[config.mk]
export PLATFORM = sky130hd
export DESIGN_NAME = cmd_scheduler
export DESIGN_NICKNAME = d
export VERILOG_FILES = /design/src/rtl/cmd_scheduler.sv
export SDC_FILE = /design/constraint.sdc
export NUM_CORES = 1
export LEC_CHECK = 0
export ABC_AREA = 1
export BUFFER_PORTS_ARGS = -buffer_cell sky130_fd_sc_hd__buf_2
export CORE_MARGIN = 3
export CORE_UTILIZATION = 46
export CTS_CLUSTER_DIAMETER = 120
export DETAILED_ROUTE_END_ITERATION = 7
export HOLD_SLACK_MARGIN = 0.12
export SLEW_MARGIN = 30
export SYNTH_ARGS = -nofsm -noshare
export SYNTH_HDL_FRONTEND = slang
export SYNTH_SLANG_ARGS = --single-unit
[constraint.sdc]
create_clock -name i_Clock -period 3.8 [get_ports i_Clock]
set_input_delay 0.19 -clock i_Clock [delete_from_list [all_inputs] [get_ports i_Clock]]
set_output_delay 0.19 -clock i_Clock [all_outputs]
set_load 0.02 [all_outputs]
[src/rtl/cmd_scheduler.sv]
// cmd_scheduler
//   Queues {address, request} commands from the UART command selector,
//   validates them, dispatches each one to the addressed sensor unit, waits
//   for that sensor's done pulse (or a timeout) and sends the response bytes
//   (status, data) through the UART transmitter handshake.
//
//   Build option: define CMD_SCHED_ECHO_EN to prefix every response with an
//   echo of the received address byte (3-byte response instead of 2).
//
// Ports:
//   i_Clock         system clock
//   i_Rst           asynchronous reset, active-high
//   i_Cmd_Valid     one-cycle command pulse; i_Address/i_Request valid with it
//   i_Address       sensor address
//   i_Request       request code
//   o_Sensor_Start  one-hot, single-cycle start to the addressed sensor
//   o_Sensor_Req    request code, held from start until done/timeout
//   i_Sensor_Done   per-sensor one-cycle done pulse
//   i_Sensor_Data   shared sensor result, sampled with the selected done
//   o_Tx_Start      one-cycle start pulse to the UART TX
//   o_Tx_Byte       byte to transmit, held until i_Tx_Done
//   i_Tx_Busy       TX is sending
//   i_Tx_Done       one-cycle pulse at the end of a byte
//   o_Busy          high whenever the scheduler is not idle
//   o_Overflow      sticky: a command was dropped on a full queue
module cmd_scheduler #(
  parameter int unsigned N_SENSORS      = 8,
  parameter int unsigned MAX_REQ        = 7,
  parameter int unsigned FIFO_DEPTH     = 4,
  parameter int unsigned TIMEOUT_CYCLES = 50000000
) (
  input  logic                 i_Clock,
  input  logic                 i_Rst,
  input  logic                 i_Cmd_Valid,
  input  logic [7:0]           i_Address,
  input  logic [7:0]           i_Request,
  output logic [N_SENSORS-1:0] o_Sensor_Start,
  output logic [7:0]           o_Sensor_Req,
  input  logic [N_SENSORS-1:0] i_Sensor_Done,
  input  logic [7:0]           i_Sensor_Data,
  output logic                 o_Tx_Start,
  output logic [7:0]           o_Tx_Byte,
  input  logic                 i_Tx_Busy,
  input  logic                 i_Tx_Done,
  output logic                 o_Busy,
  output logic                 o_Overflow
);

  localparam int unsigned AW = (FIFO_DEPTH > 1) ? $clog2(FIFO_DEPTH) : 1;
  localparam int unsigned CW = (TIMEOUT_CYCLES > 1) ? $clog2(TIMEOUT_CYCLES) : 1;

  localparam logic [7:0] STAT_OK       = 8'h1F;
  localparam logic [7:0] STAT_BAD_ADDR = 8'hE0;
  localparam logic [7:0] STAT_BAD_REQ  = 8'hE1;
  localparam logic [7:0] STAT_TIMEOUT  = 8'hE2;

  typedef enum logic [3:0] {
    S_IDLE,
    S_POP,
    S_START,
    S_WAIT,
    S_RESP_ADDR,
    S_WAIT_ADDR,
    S_RESP_STAT,
    S_WAIT_STAT,
    S_RESP_DATA,
    S_WAIT_DATA
  } state_t;

`ifdef CMD_SCHED_ECHO_EN
  localparam state_t S_FIRST_RESP = S_RESP_ADDR;
`else
  localparam state_t S_FIRST_RESP = S_RESP_STAT;
`endif

  state_t r_state, w_state_nxt;

  // Command queue
  logic [15:0]   r_mem [FIFO_DEPTH];
  logic [AW-1:0] r_wr, r_rd;
  logic [AW:0]   r_count;
  logic          r_overflow;
  logic          w_full, w_empty, w_push, w_pop;
  logic [7:0]    w_head_addr, w_head_req;

  // Active command and response
  logic [7:0]    r_addr, r_req, r_status, r_data;
  logic [CW-1:0] r_cnt;
  logic [N_SENSORS-1:0] w_sel;
  logic          w_done, w_timeout;
  logic          w_cmd_load, w_resp_load;
  logic [7:0]    w_status_nxt, w_data_nxt;

  assign w_full      = (r_count == (AW+1)'(FIFO_DEPTH));
  assign w_empty     = (r_count == '0);
  assign w_pop       = (r_state == S_POP);
  // A full queue still accepts when the head leaves in the same cycle.
  assign w_push      = i_Cmd_Valid && (!w_full || w_pop);
  assign w_head_addr = r_mem[r_rd][15:8];
  assign w_head_req  = r_mem[r_rd][7:0];

  always_ff @(posedge i_Clock) begin
    if (w_push) r_mem[r_wr] <= {i_Address, i_Request};
  end

  always_ff @(posedge i_Clock or posedge i_Rst) begin
    if (i_Rst) begin
      r_wr       <= '0;
      r_rd       <= '0;
      r_count    <= '0;
      r_overflow <= 1'b0;
    end else begin
      if (w_push) r_wr <= r_wr + AW'(1);
      if (w_pop)  r_rd <= r_rd + AW'(1);
      case ({w_push, w_pop})
        2'b10:   r_count <= r_count + (AW+1)'(1);
        2'b01:   r_count <= r_count - (AW+1)'(1);
        default: r_count <= r_count;
      endcase
      if (i_Cmd_Valid && w_full && !w_pop) r_overflow <= 1'b1;
    end
  end

  // One-hot decode of the active address; only this sensor's done counts.
  always_comb begin
    w_sel = '0;
    for (int unsigned i = 0; i < N_SENSORS; i++) begin
      if (r_addr == 8'(i)) w_sel[i] = 1'b1;
    end
  end

  assign w_done    = |(i_Sensor_Done & w_sel);
  assign w_timeout = (r_cnt == CW'(TIMEOUT_CYCLES - 1));

  always_ff @(posedge i_Clock or posedge i_Rst) begin
    if (i_Rst) r_state <= S_IDLE;
    else       r_state <= w_state_nxt;
  end

  always_comb begin
    w_state_nxt    = r_state;
    w_cmd_load     = 1'b0;
    w_resp_load    = 1'b0;
    w_status_nxt   = '0;
    w_data_nxt     = '0;
    o_Sensor_Start = '0;
    o_Sensor_Req   = '0;
    o_Tx_Start     = 1'b0;
    o_Tx_Byte      = '0;
    case (r_state)
      S_IDLE: begin
        if (!w_empty) w_state_nxt = S_POP;
      end
      S_POP: begin
        w_cmd_load = 1'b1;
        if ({1'b0, w_head_addr} >= 9'(N_SENSORS)) begin
          w_resp_load  = 1'b1;
          w_status_nxt = STAT_BAD_ADDR;
          w_state_nxt  = S_FIRST_RESP;
        end else if (w_head_req == '0 || {1'b0, w_head_req} > 9'(MAX_REQ)) begin
          w_resp_load  = 1'b1;
          w_status_nxt = STAT_BAD_REQ;
          w_state_nxt  = S_FIRST_RESP;
        end else begin
          w_state_nxt = S_START;
        end
      end
      S_START: begin
        o_Sensor_Start = w_sel;
        o_Sensor_Req   = r_req;
        w_state_nxt    = S_WAIT;
      end
      S_WAIT: begin
        o_Sensor_Req = r_req;
        if (w_done) begin
          w_resp_load  = 1'b1;
          w_status_nxt = STAT_OK;
          w_data_nxt   = i_Sensor_Data;
          w_state_nxt  = S_FIRST_RESP;
        end else if (w_timeout) begin
          w_resp_load  = 1'b1;
          w_status_nxt = STAT_TIMEOUT;
          w_state_nxt  = S_FIRST_RESP;
        end
      end
`ifdef CMD_SCHED_ECHO_EN
      S_RESP_ADDR: begin
        o_Tx_Byte = r_addr;
        if (!i_Tx_Busy) begin
          o_Tx_Start  = 1'b1;
          w_state_nxt = S_WAIT_ADDR;
        end
      end
      S_WAIT_ADDR: begin
        o_Tx_Byte = r_addr;
        if (i_Tx_Done) w_state_nxt = S_RESP_STAT;
      end
`endif
      S_RESP_STAT: begin
        o_Tx_Byte = r_status;
        if (!i_Tx_Busy) begin
          o_Tx_Start  = 1'b1;
          w_state_nxt = S_WAIT_STAT;
        end
      end
      S_WAIT_STAT: begin
        o_Tx_Byte = r_status;
        if (i_Tx_Done) w_state_nxt = S_RESP_DATA;
      end
      S_RESP_DATA: begin
        o_Tx_Byte = r_data;
        if (!i_Tx_Busy) begin
          o_Tx_Start  = 1'b1;
          w_state_nxt = S_WAIT_DATA;
        end
      end
      S_WAIT_DATA: begin
        o_Tx_Byte = r_data;
        if (i_Tx_Done) w_state_nxt = S_IDLE;
      end
      default: w_state_nxt = S_IDLE;
    endcase
  end

  always_ff @(posedge i_Clock or posedge i_Rst) begin
    if (i_Rst) begin
      r_addr   <= '0;
      r_req    <= '0;
      r_status <= '0;
      r_data   <= '0;
      r_cnt    <= '0;
    end else begin
      if (w_cmd_load) begin
        r_addr <= w_head_addr;
        r_req  <= w_head_req;
      end
      if (w_resp_load) begin
        r_status <= w_status_nxt;
        r_data   <= w_data_nxt;
      end
      if (r_state == S_START)     r_cnt <= '0;
      else if (r_state == S_WAIT) r_cnt <= r_cnt + CW'(1);
    end
  end

  assign o_Busy     = (r_state != S_IDLE);
  assign o_Overflow = r_overflow;

endmodule
==> impl_results.md <==
- Run status: completed
- CTS tree: done
- Synth Flop Type: dfrtp_1
- R2r setup slk: 1.28 ns
- Count leader, synth: nand2_1
- Post-synthesis register bit count: 130
- Max rail drop VDD: 365 uV
- Pwr/cell area: 719 mW/mm^2
- FF/Latch Area: 0.00357 mm^2
- Max cap viols: 0
- Period utilisation layout: 0.752
- Max H-tree Level: 4
- Total core area: 0.0129 mm^2
- Cell Area, Synth: 0.00625 mm^2
- Slew Viols, Final: 0
- Post-Syn Instances: 686
- Residual DRC: 0
- First-pass GRT wire length: 23.8 mm
- Initial antenna violation count: 0
- Share of post-route cells with drive strength above 1: 0.168
- Hold endpoint: r_status[6]
- CTS Buf Count: 17
- Syn_area_per_cell: 9.10 um^2
- Worst Setup Path Type: flop to primary output
- Hold slack final: 0.236 ns
- Setup Total Neg Slack: 0 ns
- Post-synth cell types: 42
- Die Y: 123 um
- Startpoint types: flop
- Root Buffer: clkbuf_16
- Minimum clock period after layout: 2.86 ns
- Synth top area share: 0.308
- Hold depth: 6
- Slew @ Worst Pin: 0.747 ns
- Total number of vias: 4939
- Dpl hpwl: 9.80 mm
- Final Net Count: 822
- ANT cells: 0
- Setup WS pre-CTS: 1.26 ns
- 1st-pass router iterations: 4
- Vias per cell: 5.12
- Leading area contributor after synthesis: edfxtp_1
- Layout fillers: 1158
- Vias in the first global route: 4914
- Setup repair after global routing missed its margin: no
- Final Hold Vio Count: 0
- Clock share of power: 0.296
- Post-synthesis sequential area ratio: 0.572
- Data required, critical path: 3.61 ns
- DRT Wirelength: 14.3 mm
- Gate power share: 0.318
- # setup viols final: 0
- Yosys warnings: 0
- P_int: 0.00336 W
- # Post-CTS Setup Buffers: 0
- Launching point of the worst reg2reg path: r_state[3]
- FF-to-FF path depth: 8
- All-Layer GR Usage: 0.205
- Top Ports: 64
- Post-Syn Nets: 729
- Initial Util: 0.483
- Worst path arrival time: 2.67 ns
- Multi-input gate area in the final layout: 0.00224 mm^2
- CP endpoint kind: primary output
- Longest Clk Path Bufs: 2
- Synth area leaders: edfxtp_1, dfrtp_1, nand2_1
- Setup WS post-layout: 0.941 ns
- Post-route ant nets: 0
- EDFF count, synth: 64
- Clock transition at path regs: 0.06 ns
- Rel. slew slack: 0.502
- Rows: 41
- Iter 0 DRT Violations: 325
- Routed WL per cell: 14.8 um
- Post-synth top cells: nand2_1, nand3_1, inv_1
- Sw Share: 0.379
- Input/output buffers: 63
- GP Congestion: 0.880
- Sequential Power Share: 0.386
- RR Endpoint: r_count[2]
- Fin Clk Skew: 0.00772 ns
- Pleak: 3.33 nW
- Clock latency on the worst-skew pair: 0.42 ns
- Fmax: 0.350 GHz
- Tot Pwr: 0.00541 W
- Layout area overhead: 20.5%
- Die area: 0.0150 mm^2
- Switching Power: 0.00205 W
- Clock sink count: 130
- HP Start: i_Sensor_Done[0]
- Max FO, Critical Path: 22
- Asr flop ratio synth: 0.508
- Largest net degree at the start of global routing: 36
- Min-Delay Path Class: input port to flop
- Gr ovfl total: 0
- Die Span X: 123 um
==> cell type report <==
class | instances | area share
sequential | 130 | 0.475
multi-input combinational | 458 | 0.297
timing repair buffer | 95 | 0.0824
clock buffer | 21 | 0.0613
inverter | 77 | 0.0387
tap | 172 | 0.0286
clock inverter | 11 | 0.0168
==> state kept, by name, indices dropped and copies added (netlist names) <==
signal	flops
r_cnt	26
r_data	8
r_status	4
r_count	3
r_addr	8
r_wr	2
o_Overflow	1
r_req	8
r_state	4
r_mem	64
r_rd	2
==> kinds of logic after synthesis <==
logic type / after synthesis / share of synthesized area
AO/OA/AOI/OAI: 77 / 0.0677
XOR/XNOR: 5 / 0.00701
adder cells (fa/ha/maj): 6 / 0.0132
buffers and inverters: 98 / 0.0695
flip-flops: 130 / 0.572
multiplexers: 1 / 0.00160
AND/OR/NAND/NOR: 369 / 0.269
==> routing by layer <==
layer	global-route usage	wire length [um]	part of all wire
met3	0.0424	627	0.044
met4	0.0917	366	0.026
met1	0.261	6480	0.45
met5	0	0	0
met2	0.338	6830	0.48
==> critical path: stages, from the launching register on <==
cell and delay, ns:
dfrtp_1 0.45, nor2_4 0.19, nand2_4 0.23, nor2_4 0.34
inv_1 0.40, nor4_1 0.41, buf_2 0.23
==> worst max path at each step <==
stage                                    to  cells after the start  slack, ns       start
final                     o_Sensor_Start[4]                      6       0.94  r_state[3]
after global routing      o_Sensor_Start[0]                      6       0.76  r_state[3]
after CTS                 o_Sensor_Start[0]                      6       0.87  r_state[3]
after detailed placement         r_count[2]                      8       1.26  r_state[3]
after global placement    o_Sensor_Start[0]                      6       1.37  r_state[3]
after floorplan                 r_mem[0][0]                      5       1.67  r_state[3]
==> power by group through the flow <==
stage | clock network, W | logic (W) | registers, W
detailed placement | 0 | 0.00171 | 0.00211
global placement | 0 | 0.00167 | 0.00210
finish | 0.00160 | 0.00172 | 0.00209
global route | 0.00171 | 0.00197 | 0.00213
CTS | 0.00164 | 0.00174 | 0.00209
floorplan | 0 | 0.00139 | 0.00199
==> what timing repair did <==
action	in CTS	in global routing
resized for setup	0	0
hold endpoints to repair	104	0
hold buffers	26	0
==> through the flow <==
| step | instances | util | cell area [um^2] |
|---|---|---|---|
| finish | 964 | 0.582 | 7530 |
| global route | 964 | 0.582 | 7530 |
| CTS | 964 | 0.582 | 7530 |
| detailed placement | 906 | 0.517 | 6680 |
| global placement | 906 | 0.517 | 6680 |
| floorplan | 686 | - | 6250 |
==> cells in the final DEF (no fill, tap or decap), drive strengths merged, types with 20 or more instances in the layout <==
| cell | instances |
|---|---|
| nand2 | 177 |
| nand3 | 81 |
| inv | 79 |
| nor2 | 71 |
| buf | 69 |
| dfrtp | 66 |
| edfxtp | 64 |
| o21ai | 44 |
| dlygate4sd3 | 26 |
| nor3 | 22 |
| clkbuf | 21 |
| a21oi | 20 |
No activity file was read; power rests on OpenSTA's default activity.
